<file path="config.mk">
export PLATFORM = sky130hd
export DESIGN_NAME = alu_md
export DESIGN_NICKNAME = d
export VERILOG_FILES = /design/src/rtl/alu_md.sv
export SDC_FILE = /design/constraint.sdc
export NUM_CORES = 1
export LEC_CHECK = 0
export CAP_MARGIN = 0
export CORE_MARGIN = 8
export CORE_UTILIZATION = 50
export CTS_CLUSTER_DIAMETER = 50
export DETAILED_ROUTE_END_ITERATION = 7
export DONT_BUFFER_PORTS = 1
export GPL_TIMING_DRIVEN = 1
export PLACE_DENSITY = 0.73
export SYNTH_ARGS = -nofsm -noshare
export SYNTH_HDL_FRONTEND = slang
export SYNTH_SLANG_ARGS = --single-unit
export TNS_END_PERCENT = 1
</file>
<file path="constraint.sdc">
create_clock -name clk -period 28 [get_ports clk]
set_input_delay 7 -clock clk [delete_from_list [all_inputs] [get_ports clk]]
set_output_delay 7 -clock clk [all_outputs]
set_load 0.01 [all_outputs]
</file>
<file path="src/rtl/alu_md.sv">
`default_nettype none
// ============================================================================
//  Module      : alu_md
//  Description : RV32I combinational ALU with {N,Z,C,V} flags plus an
//                iterative RV32M multiply/divide engine (start/busy/done).
//  Revision    : 1.0 - initial release
// ============================================================================
module alu_md #(
    parameter int Width = 32
) (
    input  logic             clk,
    input  logic             reset,
    input  logic [Width-1:0] A,
    input  logic [Width-1:0] B,
    input  logic [4:0]       ALUCtrl,
    input  logic             Start,
    output logic [Width-1:0] Result,
    output logic [3:0]       Flags,
    output logic             Busy,
    output logic             Done,
    output logic [Width-1:0] MDResult
);

    localparam int ShW  = $clog2(Width);
    localparam int CntW = $clog2(Width) + 1;

    typedef enum logic [1:0] {S_IDLE = 2'd0, S_RUN = 2'd1, S_DONE = 2'd2} state_t;

    // ------------------------------------------------------------------
    // Combinational ALU
    // ------------------------------------------------------------------
    logic [3:0]       w_code;
    logic             w_sub;
    logic [Width-1:0] w_bop;
    logic [Width-1:0] w_sum;
    logic             w_cout;
    logic             w_ovf;
    logic [ShW-1:0]   w_shamt;
    logic             w_arith;

    // Shared adder: sub, slt and sltu all compute A + ~B + 1
    always_comb begin
        w_code  = ALUCtrl[3:0];
        w_sub   = (w_code == 4'd1) || (w_code == 4'd5) || (w_code == 4'd6);
        w_bop   = w_sub ? ~B : B;
        {w_cout, w_sum} = {1'b0, A} + {1'b0, w_bop} + {{Width{1'b0}}, w_sub};
        w_ovf   = (A[Width-1] == w_bop[Width-1]) && (w_sum[Width-1] != A[Width-1]);
        w_shamt = B[ShW-1:0];
        w_arith = ~ALUCtrl[4] && ((w_code == 4'd0) || (w_code == 4'd1));
    end

    // Result mux; M-extension codes drive zero on the combinational path
    always_comb begin
        Result = '0;
        if (!ALUCtrl[4]) begin
            case (w_code)
                4'd0, 4'd1: Result = w_sum;
                4'd2:       Result = A & B;
                4'd3:       Result = A | B;
                4'd4:       Result = A ^ B;
                4'd5:       Result = {{(Width-1){1'b0}}, w_sum[Width-1] ^ w_ovf};
                4'd6:       Result = {{(Width-1){1'b0}}, ~w_cout};
                4'd7:       Result = A << w_shamt;
                4'd8:       Result = A >> w_shamt;
                4'd9:       Result = $unsigned($signed(A) >>> w_shamt);
                default:    Result = '0;
            endcase
        end
    end

    // Flags {N,Z,C,V}; carry/overflow only meaningful for add/sub
    always_comb begin
        Flags = {Result[Width-1], (Result == '0), w_arith & w_cout, w_arith & w_ovf};
    end

    // ------------------------------------------------------------------
    // Iterative multiply/divide engine
    // ------------------------------------------------------------------
    state_t           state_q, state_d;
    logic [CntW-1:0]  cnt_q, cnt_d;
    logic [2:0]       op_q, op_d;
    logic             sa_q, sa_d, sb_q, sb_d;
    logic [Width-1:0] hi_q, hi_d, lo_q, lo_d, opb_q, opb_d, md_q, md_d;

    logic             w_accept, w_sa, w_sb, w_fast, w_dz, w_ovfd;
    logic [Width-1:0] w_aabs, w_babs, w_fastres;
    logic [Width:0]   w_mulsum, w_shift;
    logic [Width+1:0] w_diff;
    logic [Width-1:0] w_hi_n, w_lo_n, w_final;
    logic [2*Width-1:0] w_prod;
    logic             w_negp;

    // Launch decode: operand signs, magnitudes and division fast path
    always_comb begin
        w_accept = Start && ALUCtrl[4] && (state_q != S_RUN);
        w_sa     = A[Width-1] && ((ALUCtrl[2:0] == 3'b001) || (ALUCtrl[2:0] == 3'b010) ||
                                  (ALUCtrl[2:0] == 3'b100) || (ALUCtrl[2:0] == 3'b110));
        w_sb     = B[Width-1] && ((ALUCtrl[2:0] == 3'b001) || (ALUCtrl[2:0] == 3'b100) ||
                                  (ALUCtrl[2:0] == 3'b110));
        w_aabs   = w_sa ? -A : A;
        w_babs   = w_sb ? -B : B;
        w_dz     = (B == '0);
        w_ovfd   = ~ALUCtrl[0] && (A == {1'b1, {(Width-1){1'b0}}}) && (B == '1);
        w_fast   = ALUCtrl[2] && (w_dz || w_ovfd);
        if (w_dz)
            w_fastres = ALUCtrl[1] ? A : '1;
        else
            w_fastres = ALUCtrl[1] ? '0 : A;
    end

    // One shift-add or restoring shift-subtract step over {hi,lo}
    always_comb begin
        w_mulsum = {1'b0, hi_q} + (lo_q[0] ? {1'b0, opb_q} : {(Width+1){1'b0}});
        w_shift  = {hi_q, lo_q[Width-1]};
        w_diff   = {1'b0, w_shift} - {2'b00, opb_q};
        if (!op_q[2]) begin
            w_hi_n = w_mulsum[Width:1];
            w_lo_n = {w_mulsum[0], lo_q[Width-1:1]};
        end else if (!w_diff[Width+1]) begin
            w_hi_n = w_diff[Width-1:0];
            w_lo_n = {lo_q[Width-2:0], 1'b1};
        end else begin
            w_hi_n = w_shift[Width-1:0];
            w_lo_n = {lo_q[Width-2:0], 1'b0};
        end
    end

    // Sign correction of the final step's product / quotient / remainder
    always_comb begin
        w_negp = (op_q == 3'b001) ? (sa_q ^ sb_q) : ((op_q == 3'b010) ? sa_q : 1'b0);
        w_prod = {w_hi_n, w_lo_n};
        if (w_negp)
            w_prod = -w_prod;
        case (op_q)
            3'b000:                 w_final = w_prod[Width-1:0];
            3'b001, 3'b010, 3'b011: w_final = w_prod[2*Width-1:Width];
            3'b100:                 w_final = (sa_q ^ sb_q) ? -w_lo_n : w_lo_n;
            3'b101:                 w_final = w_lo_n;
            3'b110:                 w_final = sa_q ? -w_hi_n : w_hi_n;
            default:                w_final = w_hi_n;
        endcase
    end

    // Next-state logic; a launch may overlap the DONE cycle
    always_comb begin
        state_d = state_q;
        cnt_d   = cnt_q;
        op_d    = op_q;
        sa_d    = sa_q;
        sb_d    = sb_q;
        hi_d    = hi_q;
        lo_d    = lo_q;
        opb_d   = opb_q;
        md_d    = md_q;
        case (state_q)
            S_RUN: begin
                hi_d  = w_hi_n;
                lo_d  = w_lo_n;
                cnt_d = cnt_q + CntW'(1);
                if (cnt_q == CntW'(Width-1)) begin
                    state_d = S_DONE;
                    md_d    = w_final;
                end
            end
            S_DONE:  state_d = S_IDLE;
            default: ;
        endcase
        if (w_accept) begin
            op_d  = ALUCtrl[2:0];
            sa_d  = w_sa;
            sb_d  = w_sb;
            hi_d  = '0;
            lo_d  = w_aabs;
            opb_d = w_babs;
            cnt_d = '0;
            if (w_fast) begin
                state_d = S_DONE;
                md_d    = w_fastres;
            end else begin
                state_d = S_RUN;
            end
        end
    end

    // Engine state register with asynchronous abort
    always_ff @(posedge clk or posedge reset) begin
        if (reset) begin
            state_q <= S_IDLE;
            cnt_q   <= '0;
            op_q    <= '0;
            sa_q    <= 1'b0;
            sb_q    <= 1'b0;
            hi_q    <= '0;
            lo_q    <= '0;
            opb_q   <= '0;
            md_q    <= '0;
        end else begin
            state_q <= state_d;
            cnt_q   <= cnt_d;
            op_q    <= op_d;
            sa_q    <= sa_d;
            sb_q    <= sb_d;
            hi_q    <= hi_d;
            lo_q    <= lo_d;
            opb_q   <= opb_d;
            md_q    <= md_d;
        end
    end

    assign Busy     = (state_q == S_RUN);
    assign Done     = (state_q == S_DONE);
    assign MDResult = md_q;

endmodule
`default_nettype wire

</file>
==> reports/summary.txt, run 1 <==
status: completed
sequential area share after synthesis: 14.3%
clk_skew: 0.0104 ns
Mapped Cells: 3408
DR pass1 iterations: 8
CTS Root Cell: clkbuf_16
port bufs: 0
maxcap violations: 0
fmax: 0.0534 GHz
I/O pin cnt: 142
Synth Area in Adders: 8.83%
relative slew slack: 14.5%
syn nets: 3652
clock sinks: 141
Post-synth EDFFs: 0
row count: 81
Worst Path Required: 21.00 ns
remaining antenna violation count: 0
DIE WIDTH: 238 um
TritonCTS clock tree: done
gp weighted congestion: 1.08
Crit Path Class: primary input to primary output
cts hold-fix bufs: 0
pre-CTS setup slack: 9.28 ns
Overflow after GRT: 0
CP most frequent cell: o21a_1
Worst Setup Start Kind: primary input
H-tree lvl count: 4
Resize count post-CTS: 0
multiplexer share of the synthesized area: 10.7%
synth warn: 0
Die Y: 238 um
Setup TNS: 0 ns
CP Max Fanout: 68
drt first-iter violations: 3974
xor/xnor share of the synthesized area: 5.80%
DRC: 0
CP max stage cell: or4_1
Die ar.: 56600 um2
post-synthesis cell area: 24600 um2
Seq cells post-synth: 141
Tcrit/Tclk final: 66.9%
largest net degree at the start of global routing: 88
Detailed Route WL: 107000 um
fillcell total: 4840
initial antenna violation count: 2
CP endpoint kind: primary output
share of cells above drive strength 1: 7.76%
Final Critical Period: 18.73 ns
Core Region: 48700 um2
Num CTS Buffers: 17
CTS Buffer Depth: 2
prevailing post-synth register cell: dfrtp_1
Arr. time, crit path: 11.73 ns
post-layout util: 52.0%
R2R Path Start: opb_q[18]
area delta synth->final: 2.96%
Post-synth ARST share: 100%
vias in the first global route: 24.9k
max-slew violations: 0
class of the worst hold path: flop to flop
Post-CTS Setup Repair Bufs: 0
Avg WL per Cell: 27.6 um
global-route wire length before repair: 159000 um
Reg clk slew, reported paths: 0.07 ns
routed via count: 27.1k
PD cells: 92.4 nW/um2
slowest cell delay on critical path: 0.55 ns
Fin. Hold Viols: 0
largest family of logic cells by synthesized area: compound AO/OA/AOI/OAI gates
Vias/cell: 7.01
hold path startpoint: opb_q[8]
Starting Density: 50.5%
unrepaired setup endpoints after global routing: false
Slew @ Worst Pin: 1.25 ns
synth unique cells: 110
Crit. Startpoint: ALUCtrl[0]
syn_area_per_cell: 7.22 um2
final hold slack: 0.497 ns
GRT Overall Usage: 36.3%
Detailed Place HPWL: 79100 um
final worst slack: 9.27 ns
Worst VDD drop: 0.0000503 V
Nets: 3426
Lkg Pwr: 0.00983 uW
simple-gate share of the synthesized area: 21.7%
compound-cell area share of the yosys netlist: 31.8%
clock latency on the worst-skew pair: 0.45 ns
endpoints failing setup: 0
CP cell instances: nand3b_1 > a21oi_4 > buf_4 > xnor2_1 > ha_1 > o21a_1 > o21a_1 > o21a_1 > o2bb2ai_1 > o211a_1 > nor3_1 > nor3_1 > o31ai_1 > xnor2_1 > o21ai_0 > or4_1 > or4_1 > nor2_1
critical path: cells and delay by family:
kind | cells | cell delay, ns
xor gates and xnor gates | 2 | 0.25
buffers and inverters | 1 | 0.47
AOI/OAI and AO/OA | 8 | 1.84
adders and majority gates | 1 | 0.37
and+or+nand+nor | 6 | 1.77
report_power, final:
part	internal [uW]	leakage [uW]	switching, uW
clock network	151	0.000303	103
registers	264	0.00171	108
logic	600	0.00781	1120
total	1010	0.00983	1330
cells in the mapped netlist (all sizes together), types with 14 or more instances:
library cell    n  area, um2
nand2         380       1440
or3            41        257
a211o          20        175
clkbuf        226        850
a221o          17        170
o31ai          33        262
a22oi          24        180
xor2           29        254
o21ai         341       1710
and3           19        124
nand3          67        335
o311ai         14        123
mux2           27        304
nor4           28        203
o211ai         46        345
or2            21        131
ha            169       2110
o41ai          18        165
o21bai         15        113
xnor2         134       1170
a21o           43        323
nor3           72        382
mux2i          84        841
nor2          298       1120
o221ai         20        175
a31oi          53        353
mux4           66       1490
dfrtp         141       3530
o22ai          28        181
nand2b         23        144
nor2b          18        113
o21a           36        270
a221oi         26        245
nand4          32        206
a211oi         77        583
inv           144        541
a21oi         285       1440
and2           59        369
buf            60        277
layout by cell type, fill, tap and decap left out, types with 25 or more instances in the layout:
cell / Yosys / final
nand2_1: 378 / 377
o21ai_0: 330 / 330
nor2_1: 298 / 296
a21oi_1: 281 / 280
ha_1: 169 / 168
dfrtp_1: 141 / 140
inv_1: 142 / 140
xnor2_1: 134 / 134
mux2i_1: 84 / 84
a211oi_1: 76 / 76
nor3_1: 69 / 69
nand3_1: 67 / 66
mux4_2: 66 / 66
and2_1: 59 / 59
a31oi_1: 51 / 51
o211ai_1: 46 / 46
a21o_1: 43 / 43
buf_4: 2 / 42
or3_1: 41 / 41
o21a_1: 36 / 36
o31ai_1: 32 / 32
nand4_1: 31 / 31
xor2_1: 29 / 28
o22ai_1: 27 / 27
mux2_2: 26 / 26
a221oi_1: 25 / 25
registers in the layout, summed over array words and instances (netlist names):
signal and count:
op_q 3, hi_q 32, state_q 2, sa_q 1, cnt_q 6, sb_q 1
MDResult 32, opb_q 32, lo_q 32
cell type report:
type / instances / area [um2] / share of cell area, %
inverter: 145 / 549 / 2.17
clock inverter: 14 / 205 / 0.810
antenna: 2 / 5.00 / 0.0197
multi-input combinational: 2835 / 19500 / 76.9
clock buffer: 18 / 429 / 1.69
sequential: 141 / 3530 / 13.9
tap: 664 / 831 / 3.28
timing repair buffer: 42 / 315 / 1.24
path summary, 6_finish.rpt:
check                           slack, ns  cells past startpoint           end
worst max register to register      21.93                     20  MDResult[12]
min in group asynchronous            6.54                      1     opb_q[15]
worst max-delay path                 9.27                     18      Flags[2]
max in group asynchronous           20.11                      2       op_q[2]
worst min register to register       0.50                      2      opb_q[8]
worst min-delay path                 0.50                      2      opb_q[8]
layer usage:
layer | share of wire (%) | global-route usage, %
met1 | 38 | 44.4
met2 | 42 | 54.2
met4 | 8.4 | 26.5
met5 | 0 | 0
met3 | 11 | 10.4
cell families after synthesis:
kind of cell	Yosys count
AOI/OAI and AO/OA	1202
xor gates and xnor gates	163
adders and majority gates	172
buffers and inverters	432
DFF	141
muxes	177
and+or+nand+nor	1121
stage by stage:
stage | instance area [um2] | instances | total power, uW
detailed placement | 24700 | 3827 | 2020
CTS | 25300 | 3859 | 2280
floorplan | 24600 | 3408 | 1580
global placement | 24700 | 3827 | 2010
global route | 25300 | 3859 | 2480
finish | 25300 | 3861 | 2340
Note: power is estimated with default switching activity, not from simulation.
==> run 2: changes to the inputs <==
clock period = 17.9 ns   (was 28 ns; I/O delays follow)
==> reports/summary.txt, run 2 (synthesis results as in run 1) <==
status: finished with violations
failing checks: DRC
Core Region: 48700 um2
H-tree lvl count: 4
initial antenna violation count: 3
Crit Path Class: primary input to primary output
Worst Path Required: 13.43 ns
CP max stage cell: or4_1
Avg WL per Cell: 27.6 um
endpoints failing setup: 0
Detailed Place HPWL: 79200 um
Reg clk slew, reported paths: 0.07 ns
Setup TNS: 0 ns
Starting Density: 50.5%
Worst VDD drop: 0.0000992 V
M3 GR Usage: 8.95%
GRT busiest layer: met2
Nets: 3428
largest net degree at the start of global routing: 91
fmax: 0.0730 GHz
relative slew slack: 13.7%
most frequent cells in the layout: nand2_1, o21ai_0, nor2_1, a21oi_1, ha_1
CP most frequent cell: o21a_1
row count: 81
DRC: 1
Slew @ Worst Pin: 1.26 ns
gp weighted congestion: 1.08
Crit path max-delay family: compound AO/OA/AOI/OAI gates
met1 usage: 45.3%
Lkg Pwr: 0.00980 uW
PD cells: 142 nW/um2
Vias/cell: 7.03
Crit. Startpoint: ALUCtrl[0]
I/O pin cnt: 142
CP cell instances: nand3b_1 > a21oi_4 > buf_4 > xnor2_1 > ha_1 > o21a_1 > o21a_1 > o21a_1 > o2bb2ai_1 > o211a_1 > nor3_1 > nor3_1 > o31ai_1 > xnor2_1 > o21ai_0 > or4_1 > or4_1 > nor2_1
unrepaired setup endpoints after global routing: false
drt first-iter violations: 4314
CP endpoint kind: primary output
DR pass1 iterations: 8
area delta synth->final: 2.68%
clock sinks: 141
clock latency on the worst-skew pair: 0.46 ns
Die ar.: 56600 um2
Final Critical Period: 13.69 ns
CP Max Fanout: 68
Detailed Route WL: 106000 um
Tcrit/Tclk final: 76.5%
clk_skew: 0.0145 ns
max-slew violations: 0
global-route wire length before repair: 157000 um
Die Y: 238 um
Arr. time, crit path: 9.22 ns
remaining antenna violation count: 0
Num CTS Buffers: 17
class of the worst hold path: flop to flop
Fin. Hold Viols: 0
Resize count post-CTS: 0
fillcell total: 4846
GRT Overall Usage: 36.0%
slowest cell delay on critical path: 0.55 ns
R2R Path Start: opb_q[15]
maxcap violations: 0
TritonCTS clock tree: done
cts hold-fix bufs: 0
Worst Setup Start Kind: primary input
port bufs: 0
vias in the first global route: 24.6k
CTS Root Cell: clkbuf_16
Critical path buffers and inverters: 1
most common cell after layout, fill and taps aside: nand2_1
Overflow after GRT: 0
Layout Cell Area excl Fill: 25300 um2
DIE WIDTH: 238 um
Placed Instance Area: 24700 um2
routed via count: 27.2k
CTS Buffer Depth: 2
final hold slack: 0.499 ns
share of cells above drive strength 1: 7.69%
hold path startpoint: cnt_q[5]
GRT met2 Usage: 53.9%
ant diodes: 0
Post-CTS Setup Repair Bufs: 0
[run 2: cell types whose count changed in the layout (fill, tap and decap cells not counted), moves of 2 or more]
cell,before,now
clkbuf_8,0,2
clkinv_2,0,2
inv_6,7,1
buf_4,42,44
clkbuf_1,1,4
bufinv_16,4,1
clkinv_4,2,4
diode_2,2,0
[run 2: per-layer routing]
metal | share of wire (%) | up-vias
met3 | 12 | 371
li1 | - | 12170
met5 | 0 | -
met4 | 8.0 | 0
met1 | 38 | 12724
met2 | 42 | 1885
[run 2: final timing paths]
check | end | slack, ns | cells past startpoint
worst max-delay path | Flags[2] | 4.21 | 18
worst min-delay path | cnt_q[5] | 0.50 | 1
worst max register to register | MDResult[30] | 11.81 | 16
worst min register to register | cnt_q[5] | 0.50 | 1
max in group asynchronous | MDResult[13] | 12.60 | 2
min in group asynchronous | opb_q[17] | 4.04 | 1
[run 2: cell type report]
cell class                      count  area, um2  share of cell area (%)
Clock buffer                       23        468                    1.85
Clock inverter                      9       90.1                   0.356
Timing Repair Buffer               44        330                    1.31
Inverter                          145        549                    2.17
Sequential cell                   141       3530                    14.0
Tap cell                          664        831                    3.29
Multi-Input combinational cell   2835      19500                    77.1
[run 2: stage by stage]
step,setup WS (ns),util (%),std cells,total power [uW]
after detailed placement,4.29,50.7,3829,3140
after global placement,4.30,50.7,3829,3120
after CTS,4.28,51.8,3861,3500
after floorplan,4.18,-,3408,2470
after global routing,3.93,51.8,3861,3810
final,4.21,51.8,3861,3600
[run 2: where the power goes]
part           switching [uW]  internal (uW)  total (uW)
combinational            1730            934        2660
clock                     151            198         350
sequential                172            413         585
